**src/rtl/reduce_serial_pkg.sv**
```systemverilog
// Shared types and constants for the bit-serial reduction block.
package reduce_pkg;

    // Control states: waiting for an operand, consuming chunks, holding a result
    typedef enum logic [1:0] {
        IDLE  = 2'd0,
        SHIFT = 2'd1,
        HOLD  = 2'd2
    } state_t;

    // Values the six result outputs take while in reset
    localparam logic RST_AND  = 1'b0;
    localparam logic RST_OR   = 1'b0;
    localparam logic RST_XOR  = 1'b0;
    localparam logic RST_NAND = 1'b1;
    localparam logic RST_NOR  = 1'b1;
    localparam logic RST_XNOR = 1'b1;

endpackage : reduce_pkg

```
**src/rtl/reduce_serial_chunk.sv**
```systemverilog
// Combinational AND/OR/XOR reduction of one BPC-bit slice of the operand.
module reduce_chunk #(
    parameter int BPC = 1
) (
    input  logic [BPC-1:0] i_chunk,
    output logic           o_and,
    output logic           o_or,
    output logic           o_xor
);

    assign o_and = &i_chunk;
    assign o_or  = |i_chunk;
    assign o_xor = ^i_chunk;

endmodule : reduce_chunk

```
**src/rtl/reduce_serial.sv**
```systemverilog
// Bit-serial &, |, ^ (and complements) of a WIDTH-bit operand, BPC bits per
// cycle, with a valid/ready operand input and a registered valid/ready result.
module reduce_serial
    import reduce_pkg::*;
#(
    parameter int WIDTH = 8,
    parameter int BPC   = 1
) (
    input  logic             clk,
    input  logic             rst,
    input  logic             in_valid,
    output logic             in_ready,
    input  logic [WIDTH-1:0] in_data,
    output logic             out_valid,
    input  logic             out_ready,
    output logic             o_and,
    output logic             o_or,
    output logic             o_xor,
    output logic             o_nand,
    output logic             o_nor,
    output logic             o_xnor
);

    localparam int NCH = WIDTH / BPC;
    localparam int CW  = $clog2(NCH) + 1;
    localparam logic [CW-1:0] LAST_CNT = CW'(NCH - 1);

    generate
        if (WIDTH < 2 || BPC < 1 || (WIDTH % BPC) != 0) begin : g_bad_param
            $error("reduce_serial: WIDTH must be >= 2 and divisible by BPC");
        end
    endgenerate

    state_t           r_state;
    state_t           w_state_nxt;
    logic [WIDTH-1:0] r_shift;
    logic [CW-1:0]    r_cnt;
    logic             r_acc_and;
    logic             r_acc_or;
    logic             r_acc_xor;
    logic             r_out_valid;
    logic             r_and;
    logic             r_or;
    logic             r_xor;
    logic             r_nand;
    logic             r_nor;
    logic             r_xnor;

    logic             w_accept;
    logic             w_last;
    logic             w_chunk_and;
    logic             w_chunk_or;
    logic             w_chunk_xor;
    logic             w_and_nxt;
    logic             w_or_nxt;
    logic             w_xor_nxt;

    // Ready does not look at in_valid, so there is no combinational loop upstream
    assign in_ready = (r_state == IDLE) | ((r_state == HOLD) & out_ready);
    assign w_accept = in_valid & in_ready;
    assign w_last   = (r_state == SHIFT) && (r_cnt == LAST_CNT);

    reduce_chunk #(.BPC(BPC)) u_chunk (
        .i_chunk (r_shift[BPC-1:0]),
        .o_and   (w_chunk_and),
        .o_or    (w_chunk_or),
        .o_xor   (w_chunk_xor)
    );

    assign w_and_nxt = r_acc_and & w_chunk_and;
    assign w_or_nxt  = r_acc_or  | w_chunk_or;
    assign w_xor_nxt = r_acc_xor ^ w_chunk_xor;

    // State register
    always_ff @(posedge clk or posedge rst) begin
        if (rst) begin
            r_state <= IDLE;
        end else begin
            r_state <= w_state_nxt;
        end
    end

    // Next-state decode; HOLD can hand straight over to SHIFT on a same-cycle accept
    always_comb begin
        w_state_nxt = r_state;
        case (r_state)
            IDLE: begin
                if (in_valid) begin
                    w_state_nxt = SHIFT;
                end else begin
                    w_state_nxt = IDLE;
                end
            end
            SHIFT: begin
                if (w_last) begin
                    w_state_nxt = HOLD;
                end else begin
                    w_state_nxt = SHIFT;
                end
            end
            HOLD: begin
                if (out_ready) begin
                    if (in_valid) begin
                        w_state_nxt = SHIFT;
                    end else begin
                        w_state_nxt = IDLE;
                    end
                end else begin
                    w_state_nxt = HOLD;
                end
            end
            default: w_state_nxt = IDLE;
        endcase
    end

    // Operand shift register, chunk counter and running accumulators
    always_ff @(posedge clk or posedge rst) begin
        if (rst) begin
            r_shift   <= '0;
            r_cnt     <= '0;
            r_acc_and <= 1'b1;
            r_acc_or  <= 1'b0;
            r_acc_xor <= 1'b0;
        end else if (w_accept) begin
            r_shift   <= in_data;
            r_cnt     <= '0;
            r_acc_and <= 1'b1;
            r_acc_or  <= 1'b0;
            r_acc_xor <= 1'b0;
        end else if (r_state == SHIFT) begin
            r_shift   <= r_shift >> BPC;
            r_cnt     <= r_cnt + CW'(1'b1);
            r_acc_and <= w_and_nxt;
            r_acc_or  <= w_or_nxt;
            r_acc_xor <= w_xor_nxt;
        end
    end

    // Result registers: written only on the completing edge, complements written alongside
    always_ff @(posedge clk or posedge rst) begin
        if (rst) begin
            r_out_valid <= 1'b0;
            r_and       <= RST_AND;
            r_or        <= RST_OR;
            r_xor       <= RST_XOR;
            r_nand      <= RST_NAND;
            r_nor       <= RST_NOR;
            r_xnor      <= RST_XNOR;
        end else if (w_last) begin
            r_out_valid <= 1'b1;
            r_and       <= w_and_nxt;
            r_or        <= w_or_nxt;
            r_xor       <= w_xor_nxt;
            r_nand      <= ~w_and_nxt;
            r_nor       <= ~w_or_nxt;
            r_xnor      <= ~w_xor_nxt;
        end else if (r_out_valid && out_ready) begin
            r_out_valid <= 1'b0;
        end
    end

    assign out_valid = r_out_valid;
    assign o_and     = r_and;
    assign o_or      = r_or;
    assign o_xor     = r_xor;
    assign o_nand    = r_nand;
    assign o_nor     = r_nor;
    assign o_xnor    = r_xnor;

endmodule : reduce_serial

```
**config.mk**
```make
export PLATFORM = sky130hd
export DESIGN_NAME = reduce_serial
export DESIGN_NICKNAME = d
export VERILOG_FILES = /design/src/rtl/reduce_serial_pkg.sv /design/src/rtl/reduce_serial_chunk.sv /design/src/rtl/reduce_serial.sv
export SDC_FILE = /design/constraint.sdc
export NUM_CORES = 1
export LEC_CHECK = 0
export ABC_AREA = 1
export BUFFER_PORTS_ARGS = -buffer_cell sky130_fd_sc_hd__buf_2
export CORE_MARGIN = 10
export CORE_UTILIZATION = 40
export DETAILED_ROUTE_END_ITERATION = 8
export PLACE_DENSITY_LB_ADDON = 0.12
export SLEW_MARGIN = 20
export SYNTH_ARGS = -nofsm -noshare
export SYNTH_HDL_FRONTEND = slang
export SYNTH_SLANG_ARGS = --single-unit
```
**constraint.sdc**
```tcl
create_clock -name clk -period 1.5 [get_ports clk]
set_clock_uncertainty 0.1 [all_clocks]
set_input_delay 0.3 -clock clk [delete_from_list [all_inputs] [get_ports clk]]
set_output_delay 0.3 -clock clk [all_outputs]
set_load 0.02 [all_outputs]
```
==> results by group, run 1 <==
GRT
  – Initial antenna violation count: 0
  – Total grt overflow: 0
  – Vias in the first global route: 841
  – Pin count of the biggest net entering global routing: 25
  – Gr usage total: 0.0808
  – First-pass GRT wire length: 3590 µm

Placement
  – Worst slack, placed: 94.2 ps
  – Final HPWL DP: 1500 µm
  – Cell Area, Placed: 1220 µm²
  – Placer Congestion: 0.748
  – I/O Buffers: 19

Logic synthesis
  – Syn Nets: 140
  – Sequential cell area fraction in the yosys report: 0.549
  – Mapped Area: 1100 µm²
  – Post-synthesis cell count: 127
  – Unique cell type count in the Yosys netlist: 19
  – Avg Cell Area, Syn: 8.68 µm²
  – Synth Register Bits: 24
  – Synth warn: 0

Route
  – Router iterations before antenna repair: 4
  – DRC viols: 0
  – Drt via density: 4.65
  – WL/cell: 11.6 µm
  – DR iter-0 viols: 36
  – Via Count: 851
  – Post-Route WL: 2130 µm
  – Antenna Nets Post-Route: 0

Finish
  – Share of cells above drive strength 1: 0.288
  – Antenna Cells: 0
  – Final instance area: 1300 µm²
  – Most frequent cells in the layout: 44 x nand2_1, 20 x nand3_1, 19 x buf_2, 19 x dfrtp_1, 10 x inv_1
  – Filler instances: 259
  – Commonest non-fill, non-tap cell in the layout: nand2_1
  – Number of nets in the layout: 167
  – Area growth, synth to finish: 18.2%

Setup path
  – CP arrival: 1040 ps
  – R2r endpoint: r_state[1]$_DFF_PP0_
  – Critical path buffers and inverters: 1
  – CP Capture Type: primary output
  – Req. time, crit path: 1100 ps
  – Cell family with most CP delay: flip-flops
  – Reg2Reg Launch Point: r_cnt[0]$_DFFE_PP0P_
  – Setup CP Type: reg -> out
  – Crit path largest cell delay: 450 ps
  – Critical path fanouts, max: 5
  – Critical path's slowest cell: dfrtp_2
  – Critical path, cell by cell: a21oi_1, buf_2
  – Setup slack on the worst flop-to-flop path: 130 ps
  – Reg2Reg Depth: 5
  – Worst Setup Start Kind: register

Floorplan
  – Core area: 2540 µm²
  – Die X: 72.5 µm
  – Ports: 20
  – Chip height: 72.5 µm
  – Initial Util: 0.433
  – Die Footprint: 5260 µm²
  – Row cnt: 18

Power and ir drop
  – P_leak: 0.705 nW
  – Peak VDD IR: 885 µV
  – Pwr Density: 1960 nW/µm²

Min path
  – Hold EP: r_shift[7]$_DFFE_PP0P_
  – Hold-critical path depth: 3
  – Min-delay worst type: in -> reg
  – HP Start: in_data[7]

STA
  – WHS: 88.5 ps
  – Final Critical Period: 1440 ps
  – Fmax achieved: 0.696 GHz
  – Final Hold Vio Count: 0
  – Setup-failing EPs final: 0
  – Worst slew pin tran: 328 ps
  – RSZ-0062 raised after global routing: no
  – Crit share post-route: 0.957
  – Final worst slack: 64.2 ps
  – Slew headroom: 0.781
  – Pins Over Slew Limit: 0
  – Setup TNS: 0 ps

CTS
  – Clock Path Buffers: 2
  – Htree depth: 1
  – Root Driver: clkbuf_4
  – TritonCTS clock tree: built
  – Clk_lat worst skew: 300 ps
  – CTS Sinks: 24
  – Clk slew on worst S/H paths: 120 ps
  – Number of buffers created by CTS: 3

Run
  – Max-Cap Viols: 0

Status
  – Status: finished, final reports clean
tightest hold or removal path: stages:
cell	delay [ps]
buf_2	70
nand2_1	40
nand2_1	50
kinds of logic (layout without fill, tap and decap cells):
kind of cell / count (synthesis) / after routing / synth area share
flip-flops: 24 / 24 / 0.549
AND/OR/NAND/NOR: 77 / 77 / 0.311
AO/OA/AOI/OAI: 7 / 7 / 0.0420
adder cells (fa/ha/maj): 1 / 1 / 0.0113
XOR/XNOR: 2 / 2 / 0.0159
buffers and inverters: 16 / 42 / 0.0704
flip-flops by register name, indices dropped and copies added (netlist names):
name,flops
o_nand,1
o_or,1
o_xnor,1
r_shift,8
o_xor,1
r_acc_xor,1
r_cnt,4
o_and,1
out_valid,1
r_state,2
r_acc_and,1
r_acc_or,1
o_nor,1
synth_stat cells (all sizes together):
library cell	count	area, µm²
nand2	47	189
nand3	21	110
dfrtp	20	500
inv	12	45.1
nor2	8	37.5
o21ai	6	41.3
buf	4	32.5
dfstp	4	105
xor2	2	17.5
a21oi	1	5.00
ha	1	12.5
nand4	1	6.26
how the worst max path moves through the flow:
stage,start,endpoint,slack (ps),cells past startpoint
floorplan,r_cnt[0]$_DFFE_PP0P_,o_or$_DFFE_PP0P_,210,7
global placement,out_ready,r_shift[2]$_DFFE_PP0P_,130,7
detailed placement,r_state[0]$_DFF_PP0_,r_shift[5]$_DFFE_PP0P_,90,5
CTS,r_state[0]$_DFF_PP0_,in_ready,3,2
global route,r_cnt[1]$_DFFE_PP0P_,r_state[1]$_DFF_PP0_,2,5
finish,r_state[0]$_DFF_PP0_,in_ready,60,2
cell type report:
type / count / area [µm²] / share of cell area
timing repair buffer: 26 / 150 / 0.115
tap: 30 / 37.5 / 0.0288
clock buffer: 4 / 36.3 / 0.0279
sequential: 24 / 607 / 0.466
inverter: 12 / 45.0 / 0.0346
multi-input combinational: 87 / 427 / 0.328
timing repair:
item | in CTS | in global routing
buffers inserted | 0 | 3
setup endpoints to repair | 0 | 11
hold endpoints to repair | 20 | 0
resized for setup | 0 | 2
hold buffers | 1 | 0
power breakdown:
part	leakage (nW)	internal (W)	switching, W
combinational	0.389	0.000420	0.000666
sequential	0.294	0.000956	0.000177
clock	0.0210	0.000148	0.000186
per-layer routing:
metal / part of all wire / wire [µm] / up-vias / GRT usage
li1: - / - / 450 / -
met1: 0.46 / 977 / 381 / 0.0990
met2: 0.46 / 982 / 18 / 0.125
met3: 0.074 / 158 / 2 / 0.0299
met4: 0.0056 / 12 / 0 / 0.0316
met5: 0 / 0 / - / 0
per-stage QoR:
stage	instances	total power, W	util
final	183	0.00255	0.512
after global routing	183	0.00280	0.512
after CTS	180	0.00256	0.500
after detailed placement	175	0.00221	0.481
after global placement	175	0.00219	0.481
after floorplan	127	0.00194	-
(Power assumes the default switching activity.)
==> run 2: changes to the inputs <==
clock period = 1.38 ns   (was 1.5 ns; I/O delays follow)
==> run 2 against run 1 <==
  * Wire length up 2.4%
  * Register-to-register slack worse by 60 ps
  * Total power up 21%
  * Critical path depth down 1
==> results by group, run 2 (synthesized netlist as in run 1, its figures left out) <==
Status
  – Status: finished, final reports clean

GRT
  – Pin count of the biggest net entering global routing: 25 (unchanged)
  – Initial antenna violation count: 0 (unchanged)
  – Vias in the first global route: 891 (+5.9%)
  – First-pass GRT wire length: 3750 µm (+4.6%)
  – Gr usage total: 0.0857 (+0.00494)
  – Total grt overflow: 0 (unchanged)

Finish
  – Most frequent cells in the layout: 44 x nand2_1, 20 x nand3_1, 20 x dfrtp_1
  – Filler instances: 248 (-4.2%)
  – Number of nets in the layout: 173 (+3.6%)
  – Area growth, synth to finish: 25.4%
  – Storage cell area: 606 µm² (-0.21%)
  – Biggest regs: r_shift x8, r_cnt x4, r_state x2
  – Antenna Cells: 0 (unchanged)
  – Share of cells above drive strength 1: 0.314 (+0.0269)
  – Largest register by flop count: r_shift
  – Commonest non-fill, non-tap cell in the layout: nand2_1
  – Final instance area: 1380 µm² (+6.1%)
  – Area occupied by multi-input gates: 419 µm² (-1.8%)
  – Number of flip-flops in the largest register: 8 (unchanged)

Route
  – Post-Route WL: 2180 µm (+2.4%)
  – DRC viols: 0 (unchanged)
  – Via Count: 881 (+3.5%)
  – Drt via density: 4.66 (+0.24%)
  – WL/cell: 11.5 µm (-0.81%)
  – Antenna Nets Post-Route: 0 (unchanged)
  – DR iter-0 viols: 71 (+97%)
  – Router iterations before antenna repair: 4 (unchanged)

CTS
  – CTS Sinks: 24 (unchanged)
  – TritonCTS clock tree: built
  – Clk slew on worst S/H paths: 140 ps (+20 ps)
  – Root Driver: clkbuf_4
  – Clk_lat worst skew: 310 ps (about the same)
  – Clock Path Buffers: 2 (unchanged)
  – Htree depth: 1 (unchanged)
  – Number of buffers created by CTS: 3 (unchanged)

Min path
  – Min-delay worst type: in -> reg
  – HP Start: in_data[7]

Floorplan
  – Initial Util: 0.433 (unchanged)
  – Die X: 72.5 µm (unchanged)
  – Chip height: 72.5 µm (unchanged)
  – Row cnt: 18 (unchanged)
  – Core area: 2540 µm² (unchanged)
  – Ports: 20 (unchanged)
  – Die Footprint: 5260 µm² (unchanged)

Placement
  – I/O Buffers: 19 (unchanged)
  – Placer Congestion: 0.721 (-3.6%)
  – Final HPWL DP: 1600 µm (+6.7%)
  – Cell Area, Placed: 1250 µm² (+2.5%)

Setup path
  – Crit path largest cell delay: 570 ps (+120 ps)
  – Cell family with most CP delay: flip-flops
  – Setup crit start: o_nor$_DFFE_PP1P_
  – Critical path, cell by cell: buf_6
  – Worst Setup Start Kind: register
  – Critical path buffers and inverters: 1 (unchanged)
  – Req. time, crit path: 1000 ps (-100 ps)
  – Reg2Reg Launch Point: r_cnt[0]$_DFFE_PP0P_
  – Critical path fanouts, max: 2 (-3)
  – Setup CP Type: reg -> out
  – Critical path's slowest cell: dfstp_2
  – CP Capture Type: primary output
  – CP arrival: 1000 ps (-40 ps)

STA
  – Fmax achieved: 0.729 GHz
  – Setup-failing EPs final: 0 (unchanged)
  – Pins Over Slew Limit: 0 (unchanged)
  – RSZ-0062 raised after global routing: yes
  – Worst slew pin tran: 299 ps (-28.9 ps)
  – Setup TNS: 0 ps (unchanged)
  – Crit share post-route: 0.994
  – Slew headroom: 0.801 (+0.0195)
  – Final Hold Vio Count: 0 (unchanged)
  – Final Critical Period: 1370 ps

Power and ir drop
  – P_leak: 0.742 nW (+5.3%)
  – Peak VDD IR: 1070 µV (+21%)
  – Pwr Density: 2240 nW/µm² (+14%)

Run
  – Max-Cap Viols: 0 (unchanged)
-- run 2: final timing paths --
| check | to | depth (start not counted) | slack, ps |
|---|---|---|---|
| max in group asynchronous | r_acc_and$_DFFE_PP1P_ | 4 | 480 |
| hold reg to reg | o_nand$_DFFE_PP1P_ | 2 | 380 |
| min in group asynchronous | r_state[1]$_DFF_PP0_ | 4 | 420 |
| setup / recovery | o_nor | 1 | 9 |
| hold / removal | r_shift[7]$_DFFE_PP0P_ | 3 | 50 |
| setup reg to reg | o_and$_DFFE_PP0P_ | 6 | 70 |
-- run 2: metal layers --
layer | GRT usage | wire length, µm
met3 | 0.0259 | 122
met1 | 0.106 | 1040
met4 | 0.0359 | 24
met2 | 0.135 | 996
met5 | 0 | 0
-- run 2: repair_timing --
action | CTS | global route
endpoints found under the setup margin | 4 | 22
pin swaps | 1 | 1
gates cloned | 0 | 0
setup buffers | 3 | 2
gates resized for setup | 7 | 2
hold buffers | 1 | 0
endpoints found under the hold margin | 20 | 0
-- run 2: stage by stage --
stage          total power (W)  worst slack, ps  utilization  instances  hold WS, ps
6_report               0.00310             8.77        0.543        189         54.8
5_1_grt                0.00337            -45.8        0.543        189         54.8
4_1_cts                0.00310            -7.05        0.535        187         46.9
3_5_place_dp           0.00247             36.4        0.493        179          235
3_3_place_gp           0.00244             97.3        0.493        179          233
2_1_floorplan          0.00211             87.1            -        127          188
-- run 2: layout make-up --
cell class | count | share of cell area
Sequential cell | 24 | 0.438
Multi-Input combinational cell | 87 | 0.303
Timing Repair Buffer | 32 | 0.157
Inverter | 12 | 0.0371
Tap cell | 30 | 0.0271
Clock inverter | 1 | 0.0217
Clock buffer | 3 | 0.0163
-- run 2: where the power goes --
group	internal, W	switching [W]	total [W]
sequential	0.00104	0.000192	0.00123
clock	0.000294	0.000219	0.000513
combinational	0.000587	0.000771	0.00136
